==> src/rtl/fetch_queue_if.sv <==
// ---------------------------------------------------------------------------
// fetch_queue_if
// Bundles every signal passed between the fetch stage, the decode stage and
// the fetch queue that sits between them.
//
//   Fetch side : push, kill, F_PC, F_instr, F_BD, F_ExcCode  (into queue)
//                full                                        (out of queue)
//   Decode side: pop                                         (into queue)
//                D_valid, D_PC, D_instr, D_BD, D_ExcCode     (out of queue)
//   Control    : Req (exception request), flush (mispredict) (into queue)
//   Status     : count (occupancy)                           (out of queue)
//
// Modports:
//   master - the pipeline (fetch/decode/control) driving the queue
//   slave  - the fetch queue itself
// ---------------------------------------------------------------------------
interface fetch_queue_if #(
   parameter int DEPTH = 4,
   parameter int IW    = 32,
   parameter int PCW   = 32,
   parameter int EXCW  = 5
);

   // Control requests
   logic                    Req;
   logic                    flush;

   // Fetch-side entry
   logic                    push;
   logic                    kill;
   logic [PCW-1:0]          F_PC;
   logic [IW-1:0]           F_instr;
   logic                    F_BD;
   logic [EXCW-1:0]         F_ExcCode;

   // Decode-side consume
   logic                    pop;

   // Queue status and head entry
   logic                    full;
   logic                    D_valid;
   logic [PCW-1:0]          D_PC;
   logic [IW-1:0]           D_instr;
   logic                    D_BD;
   logic [EXCW-1:0]         D_ExcCode;
   logic [$clog2(DEPTH):0]  count;

   // The pipeline drives requests and entries and observes the queue head.
   modport master (
      output Req, flush, push, kill, F_PC, F_instr, F_BD, F_ExcCode, pop,
      input  full, D_valid, D_PC, D_instr, D_BD, D_ExcCode, count
   );

   // The queue consumes requests and entries and presents the head.
   modport slave (
      input  Req, flush, push, kill, F_PC, F_instr, F_BD, F_ExcCode, pop,
      output full, D_valid, D_PC, D_instr, D_BD, D_ExcCode, count
   );

endinterface

==> src/rtl/fetch_queue.sv <==
// ---------------------------------------------------------------------------
// fetch_queue
// A DEPTH-entry FIFO that sits between the fetch (F) and decode (D) stages. It
// replaces the single F/D pipeline register so that fetch can keep running
// while decode is stalled. Each entry holds a PC, an instruction, a
// branch-delay flag and a fetch exception code.
//
// Ports:
//   clk    - clock, all state changes on the rising edge
//   reset  - synchronous active-high reset
//   bus    - fetch_queue_if.slave carrying:
//              Req       exception/interrupt request, flushes the queue and
//                        redirects the idle head PC to HANDLER_PC
//              flush     control-flow flush, empties the queue
//              push      fetch presents an entry this cycle
//              kill      nullify the instruction of the pushed entry
//              F_*       fields of the pushed entry
//              pop       decode consumes the head this cycle
//              full      occupancy equals DEPTH, fetch must stall
//              D_valid   a head entry is present
//              D_*       head entry fields (D_PC holds the last known PC and
//                        the other fields are zero while empty)
//              count     occupancy
//
// Priority on each rising edge: reset > Req > flush > push/pop.
// ---------------------------------------------------------------------------
module fetch_queue #(
   parameter int              DEPTH      = 4,
   parameter int              IW         = 32,
   parameter int              PCW        = 32,
   parameter int              EXCW       = 5,
   parameter logic [PCW-1:0]  RESET_PC   = 32'h3000,
   parameter logic [PCW-1:0]  HANDLER_PC = 32'h4180
) (
   input logic              clk,
   input logic              reset,
   fetch_queue_if.slave     bus
);

   // Pointer width and count width. Count needs one extra bit so that a full
   // queue (count == DEPTH) can be told apart from an empty one while the two
   // pointers are equal in both cases.
   localparam int AW = $clog2(DEPTH);
   localparam int CW = AW + 1;

   localparam logic [CW-1:0] COUNT_FULL = CW'(DEPTH);
   localparam logic [CW-1:0] COUNT_ONE  = CW'(1);

   // Entry storage. Kept in separate arrays per field so that the head mux is
   // a plain read of each array at rd_ptr.
   logic [PCW-1:0]   pc_mem    [DEPTH];
   logic [IW-1:0]    instr_mem [DEPTH];
   logic             bd_mem    [DEPTH];
   logic [EXCW-1:0]  exc_mem   [DEPTH];

   // Queue bookkeeping
   logic [AW-1:0]    rd_ptr;
   logic [AW-1:0]    wr_ptr;
   logic [CW-1:0]    count_q;
   logic [PCW-1:0]   last_pc;

   // Decoded per-cycle actions
   logic             is_empty;
   logic             is_full;
   logic             do_pop;
   logic             do_push;
   logic             write_en;
   logic [IW-1:0]    push_instr;
   logic [PCW-1:0]   head_pc;

   // Occupancy flags come straight from the registered count, so full is
   // glitch-free with respect to this cycle's push/pop inputs.
   always_comb begin
      is_empty = (count_q == '0);
      is_full  = (count_q == COUNT_FULL);
   end

   // A pop only means something when there is an entry to consume. A push is
   // accepted whenever there is room, or when the queue is full but the head
   // is leaving in the same cycle and frees a slot. On an empty queue a pop
   // with a push is just the push, because do_pop is already false there.
   always_comb begin
      do_pop  = bus.pop && !is_empty;
      do_push = bus.push && (!is_full || bus.pop);
   end

   // The storage write is suppressed by every higher-priority event, so a push
   // in the same cycle as reset, Req or flush leaves no trace in the array.
   always_comb begin
      write_en = do_push && !reset && !bus.Req && !bus.flush;
   end

   // Nullified entries (eret kill or an exception already raised during fetch)
   // carry a nop so decode never executes them; PC, BD and ExcCode still travel
   // through untouched so the exception logic can see them.
   always_comb begin
      push_instr = bus.F_instr;
      if (bus.kill || (bus.F_ExcCode != '0)) begin
         push_instr = '0;
      end
   end

   // The PC of the entry currently at the head. Used both to drive D_PC and to
   // remember the last consumed PC when the head is popped.
   always_comb begin
      head_pc = pc_mem[rd_ptr];
   end

   // Entry storage has no reset: a count of zero makes every slot invisible,
   // and a fresh push always writes a slot before the head can point at it.
   always_ff @(posedge clk) begin
      if (write_en) begin
         pc_mem[wr_ptr]    <= bus.F_PC;
         instr_mem[wr_ptr] <= push_instr;
         bd_mem[wr_ptr]    <= bus.F_BD;
         exc_mem[wr_ptr]   <= bus.F_ExcCode;
      end
   end

   // Pointer, occupancy and last-PC bookkeeping. Reset and Req drop every entry
   // and reload the idle PC. A flush drops every entry but keeps the last PC,
   // except that a pop in the same cycle still counts as consumed so decode's
   // view of the last PC stays consistent. Otherwise push and pop move their
   // pointers independently and the count follows the pair.
   always_ff @(posedge clk) begin
      if (reset) begin
         rd_ptr  <= '0;
         wr_ptr  <= '0;
         count_q <= '0;
         last_pc <= RESET_PC;
      end else if (bus.Req) begin
         rd_ptr  <= '0;
         wr_ptr  <= '0;
         count_q <= '0;
         last_pc <= HANDLER_PC;
      end else if (bus.flush) begin
         rd_ptr  <= '0;
         wr_ptr  <= '0;
         count_q <= '0;
         if (do_pop) begin
            last_pc <= head_pc;
         end
      end else begin
         if (do_push) begin
            wr_ptr <= wr_ptr + AW'(1);
         end
         if (do_pop) begin
            rd_ptr  <= rd_ptr + AW'(1);
            last_pc <= head_pc;
         end
         case ({do_push, do_pop})
            2'b10:   count_q <= count_q + COUNT_ONE;
            2'b01:   count_q <= count_q - COUNT_ONE;
            default: count_q <= count_q;
         endcase
      end
   end

   // Head presentation. While an entry is present the head slot drives decode
   // directly, so a pushed entry shows up the cycle after it was written. While
   // empty decode sees a nop at the last known PC, which is what the exception
   // logic needs to compute an EPC for a stalled or freshly redirected stage.
   always_comb begin
      bus.D_valid   = !is_empty;
      bus.D_PC      = last_pc;
      bus.D_instr   = '0;
      bus.D_BD      = 1'b0;
      bus.D_ExcCode = '0;
      if (!is_empty) begin
         bus.D_PC      = head_pc;
         bus.D_instr   = instr_mem[rd_ptr];
         bus.D_BD      = bd_mem[rd_ptr];
         bus.D_ExcCode = exc_mem[rd_ptr];
      end
   end

   // Status outputs
   always_comb begin
      bus.full  = is_full;
      bus.count = count_q;
   end

endmodule

==> src/flat_wrapper.sv <==
// flat-port wrapper written by rule: the top's interface ports become plain ports
module fetch_queue_flat 
#(
   parameter int              DEPTH      = 4,
   parameter int              IW         = 32,
   parameter int              PCW        = 32,
   parameter int              EXCW       = 5,
   parameter logic [PCW-1:0]  RESET_PC   = 32'h3000,
   parameter logic [PCW-1:0]  HANDLER_PC = 32'h4180
)
  (clk, reset, bus_Req, bus_flush, bus_push, bus_kill, bus_F_PC, bus_F_instr, bus_F_BD, bus_F_ExcCode, bus_pop, bus_full, bus_D_valid, bus_D_PC, bus_D_instr, bus_D_BD, bus_D_ExcCode, bus_count);
  fetch_queue_if #(.DEPTH(DEPTH), .IW(IW), .PCW(PCW), .EXCW(EXCW)) bus_i ();
  input logic clk;
  input logic reset;
  input wire logic [$bits(bus_i.Req)-1:0] bus_Req;
  input wire logic [$bits(bus_i.flush)-1:0] bus_flush;
  input wire logic [$bits(bus_i.push)-1:0] bus_push;
  input wire logic [$bits(bus_i.kill)-1:0] bus_kill;
  input wire logic [$bits(bus_i.F_PC)-1:0] bus_F_PC;
  input wire logic [$bits(bus_i.F_instr)-1:0] bus_F_instr;
  input wire logic [$bits(bus_i.F_BD)-1:0] bus_F_BD;
  input wire logic [$bits(bus_i.F_ExcCode)-1:0] bus_F_ExcCode;
  input wire logic [$bits(bus_i.pop)-1:0] bus_pop;
  output wire logic [$bits(bus_i.full)-1:0] bus_full;
  output wire logic [$bits(bus_i.D_valid)-1:0] bus_D_valid;
  output wire logic [$bits(bus_i.D_PC)-1:0] bus_D_PC;
  output wire logic [$bits(bus_i.D_instr)-1:0] bus_D_instr;
  output wire logic [$bits(bus_i.D_BD)-1:0] bus_D_BD;
  output wire logic [$bits(bus_i.D_ExcCode)-1:0] bus_D_ExcCode;
  output wire logic [$bits(bus_i.count)-1:0] bus_count;
  assign bus_i.Req = bus_Req;
  assign bus_i.flush = bus_flush;
  assign bus_i.push = bus_push;
  assign bus_i.kill = bus_kill;
  assign bus_i.F_PC = bus_F_PC;
  assign bus_i.F_instr = bus_F_instr;
  assign bus_i.F_BD = bus_F_BD;
  assign bus_i.F_ExcCode = bus_F_ExcCode;
  assign bus_i.pop = bus_pop;
  assign bus_full = bus_i.full;
  assign bus_D_valid = bus_i.D_valid;
  assign bus_D_PC = bus_i.D_PC;
  assign bus_D_instr = bus_i.D_instr;
  assign bus_D_BD = bus_i.D_BD;
  assign bus_D_ExcCode = bus_i.D_ExcCode;
  assign bus_count = bus_i.count;
  fetch_queue #(.DEPTH(DEPTH), .IW(IW), .PCW(PCW), .EXCW(EXCW), .RESET_PC(RESET_PC), .HANDLER_PC(HANDLER_PC)) u_core (.clk(clk), .reset(reset), .bus(bus_i));
endmodule
==> config.mk <==
export PLATFORM = sky130hd
export DESIGN_NAME = fetch_queue_flat
export DESIGN_NICKNAME = d
export VERILOG_FILES = /design/src/rtl/fetch_queue_if.sv /design/src/rtl/fetch_queue.sv /design/src/flat_wrapper.sv
export SDC_FILE = /design/constraint.sdc
export NUM_CORES = 1
export LEC_CHECK = 0
export CAP_MARGIN = 20
export CORE_MARGIN = 4
export CORE_UTILIZATION = 50
export DETAILED_ROUTE_END_ITERATION = 8
export GPL_ROUTABILITY_DRIVEN = 0
export HOLD_SLACK_MARGIN = 0.02
export PLACE_DENSITY = 0.76
export SYNTH_ARGS = -nofsm -noshare
export SYNTH_HDL_FRONTEND = slang
export SYNTH_SLANG_ARGS = --single-unit
==> constraint.sdc <==
create_clock -name clk -period 3.05 [get_ports clk]
set_input_delay 0.4575 -clock clk [delete_from_list [all_inputs] [get_ports clk]]
set_output_delay 0.4575 -clock clk [all_outputs]
set_load 0.005 [all_outputs]
==> results.json <==
{
  "reg2reg_from": "u_core.bus.count[2]",
  "max_stage_delay_ps": 570,
  "grt_usage_pct": 18.7,
  "post-place-ws_ps": 114,
  "antenna_left": 0,
  "wirelength_mm": 26.3,
  "via_count": 6463,
  "crit_chain": "buf_4, mux4_2, mux2_2, clkdlybuf4s50_1",
  "die_height_um": 166,
  "mostFrequentLayoutCells": "280 x edfxtp_1, 151 x clkdlybuf4s50_1, 70 x mux4_2, 70 x and2_1, 37 x clkbuf_16",
  "ys_ff_latch": 321,
  "final_nets": 878,
  "final_common_cell": "edfxtp_1",
  "maxClockFrequency_mhz": 340,
  "hold_viol": 0,
  "highest_layer": "met4",
  "whs_ps": 473,
  "setup_viol": 0,
  "min_to": "u_core.last_pc[11]",
  "overflow": 0,
  "antenna_found_initial": 0,
  "p_per_area_nw_per_um2": 573,
  "final_cells": 1142,
  "synth.avg_cell_area_um2": 20.3,
  "initial_utilization_pct": 51.1,
  "drv_cap": 0,
  "clock_sinks": 321,
  "rsz0062_at_grt": "yes",
  "fin_area_um2": 15700,
  "syn-num-nets": 700,
  "status": "complete, no violations",
  "wl_met1_mm": 11.1,
  "placed_cell_area_um2": 14600,
  "yosysUniqueCellTypes": 37,
  "numCtsBuffers": 34,
  "clkLatencyLatePin_ps": 500,
  "rows": 57,
  "path_max_fanout": 11,
  "dp_hpwl_mm": 15.7,
  "worst_pin_slew_ps": 649,
  "period_needed_ps": 2940,
  "worst_slack_ps": 112,
  "avgRoutedWirePerCell_um": 23.0,
  "power.leakage_nw": 5.26,
  "grt_max_degree": 38,
  "wl_met2_mm": 13.2,
  "core_area_um2": 24500,
  "whs_path_depth": 1,
  "area_growth_syn_to_layout_pct": 25.5,
  "die_x_um": 166,
  "r2r_setup_slack_ps": 520,
  "slew_headroom_pct": 56.8,
  "yosysSeqAreaShare_pct": 73.6,
  "r2r_end": "u_core.bus.count[2]",
  "finalMaxSlewViolations": 0,
  "hp-class": "reg2reg",
  "rr_worst_depth": 9,
  "cts.clk_slew.worst_paths_ps": 60,
  "drc": 0,
  "arrival_ps": 2480,
  "peakVddDrop_mv": 0.464,
  "crit_type": "reg2out",
  "yosys_warnings": 0,
  "grt_pass1_vias": 6979,
  "portBuffers": 151,
  "post-route-util_pct": 64.1,
  "finalPower_mw": 9.01,
  "wl_met3_mm": 1.66,
  "ios": 152,
  "cp_slowest_cell": "mux4_2",
  "cts_hold_buffers": 0,
  "num_antenna_cells": 0,
  "finalSetupTns_ps": 0,
  "dieArea_um2": 27700,
  "cts_htree_levels": 2,
  "period_share_pct": 96.3,
  "cts_tree": "yes",
  "dr.pass1.iters": 5,
  "drt_iter0_markers": 565,
  "syn_inst": 617,
  "critPathRequiredTime_ps": 2590,
  "avgViaCountPerCell": 5.66,
  "place_inst": 1080,
  "hold_start": "u_core.last_pc[11]",
  "syn_area_um2": 12500,
  "drive_above_1_share_pct": 23.3,
  "root_buffer": "clkbuf_16",
  "grt_pass1_wl_mm": 40.6,
  "startpoint_type": "flop",
  "clock-skew-final_ps": 14.0,
  "clockBufferDepth": 3,
  "worst_setup_path_end_kind": "primary output"
}
power by group:
| part | total [mW] | leakage [nW] | switching (mW) | internal [mW] |
|---|---|---|---|---|
| sequential | 4.79 | 3.04 | 0.0120 | 4.78 |
| combinational | 0.371 | 1.71 | 0.148 | 0.224 |
| clock | 3.85 | 0.513 | 1.57 | 2.28 |
| total | 9.01 | 5.26 | 1.73 | 7.28 |
critical path, delay by kind of cell, from the launching register on:
| family | cells | cell delay (ps) |
|---|---|---|
| muxes | 2 | 860 |
| buffers and inverters | 2 | 710 |
| DFF | 1 | 400 |
timing repair:
action,CTS,global route
setup endpoints to repair,56,13
pin swaps,0,1
resized for setup,1,3
buffers inserted,2,0
gates cloned,0,1
worst max-delay path by stage:
stage,depth (start not counted),from,to,slack (ps)
2_1_floorplan,9,bus_pop,u_core.bus.count[2],660
3_3_place_gp,10,bus_pop,u_core.bus.count[2],140
3_5_place_dp,10,bus_pop,u_core.bus.count[2],110
4_1_cts,4,u_core.bus.count[1],bus_D_PC[3],40
5_1_grt,4,flop,bus_D_PC[11],-20
6_report,4,flop,bus_D_PC[31],110
synthesized netlist by cell type:
| cell | n | area [um2] |
|---|---|---|
| and2_4 | 1 | 8.76 |
| a21o_1 | 1 | 7.51 |
| and2_1 | 70 | 438 |
| mux2_1 | 1 | 11.3 |
| and3_1 | 5 | 31.3 |
| o31ai_2 | 1 | 12.5 |
| nor2b_1 | 2 | 12.5 |
| inv_1 | 7 | 26.3 |
| a22o_1 | 27 | 236 |
| or4_1 | 1 | 7.51 |
| nand4_1 | 1 | 6.26 |
| mux2_4 | 9 | 135 |
| fa_1 | 1 | 20.0 |
| ha_1 | 5 | 62.6 |
| o21ai_0 | 1 | 5.00 |
| xor2_1 | 4 | 35.0 |
| nor3b_4 | 1 | 18.8 |
| nor2_1 | 10 | 37.5 |
| clkbuf_2 | 3 | 15.0 |
| or4b_4 | 1 | 13.8 |
| nand3_1 | 1 | 5.00 |
| nor3_2 | 2 | 20.0 |
| dfxtp_1 | 41 | 821 |
| a211oi_1 | 3 | 22.5 |
| a221o_1 | 2 | 20.0 |
| nor3_1 | 4 | 20.0 |
| buf_6 | 8 | 90.1 |
| edfxtp_1 | 280 | 8410 |
| a21oi_1 | 3 | 15.0 |
| mux4_2 | 70 | 1580 |
| mux2_2 | 22 | 248 |
| clkbuf_1 | 13 | 48.8 |
| o31ai_4 | 1 | 21.3 |
| o311ai_0 | 1 | 8.76 |
| buf_2 | 9 | 45.0 |
| buf_4 | 2 | 15.0 |
| or3_1 | 3 | 18.8 |
routing by layer:
metal | track usage, % | vias up
met2 | 31.6 | 240
li1 | - | 2844
met5 | 0 | -
met4 | 4.59 | 0
met3 | 3.50 | 31
met1 | 25.6 | 3348
flip-flops by register name, indices dropped and copies added (netlist names), named ones only:
signal / count
u_core.wr_ptr: 2
u_core.rd_ptr: 2
u_core.pc_mem: 128
u_core.bus.count: 3
u_core.last_pc: 32
u_core.exc_mem: 20
u_core.bd_mem: 4
u_core.instr_mem: 128
final cells by class:
class,count,area [um2]
Fill cell,1701,8800
Clock buffer,49,1000
Multi-Input combinational cell,255,3120
Timing Repair Buffer,176,1890
Tap cell,324,405
Inverter,7,26.3
Sequential cell,321,9240
Clock inverter,10,55.1
kinds of logic (layout without fill, tap and decap cells):
| family | Yosys count | after routing | synth area share (%) |
|---|---|---|---|
| simple gates | 102 | 103 | 5.09 |
| buf+inv | 42 | 242 | 1.92 |
| xor+xnor | 4 | 4 | 0.279 |
| fa+ha+maj | 6 | 6 | 0.658 |
| flops | 321 | 321 | 73.6 |
| compound gates | 40 | 40 | 2.78 |
| mux | 102 | 102 | 15.7 |
Power figures use the tool's default switching activity.
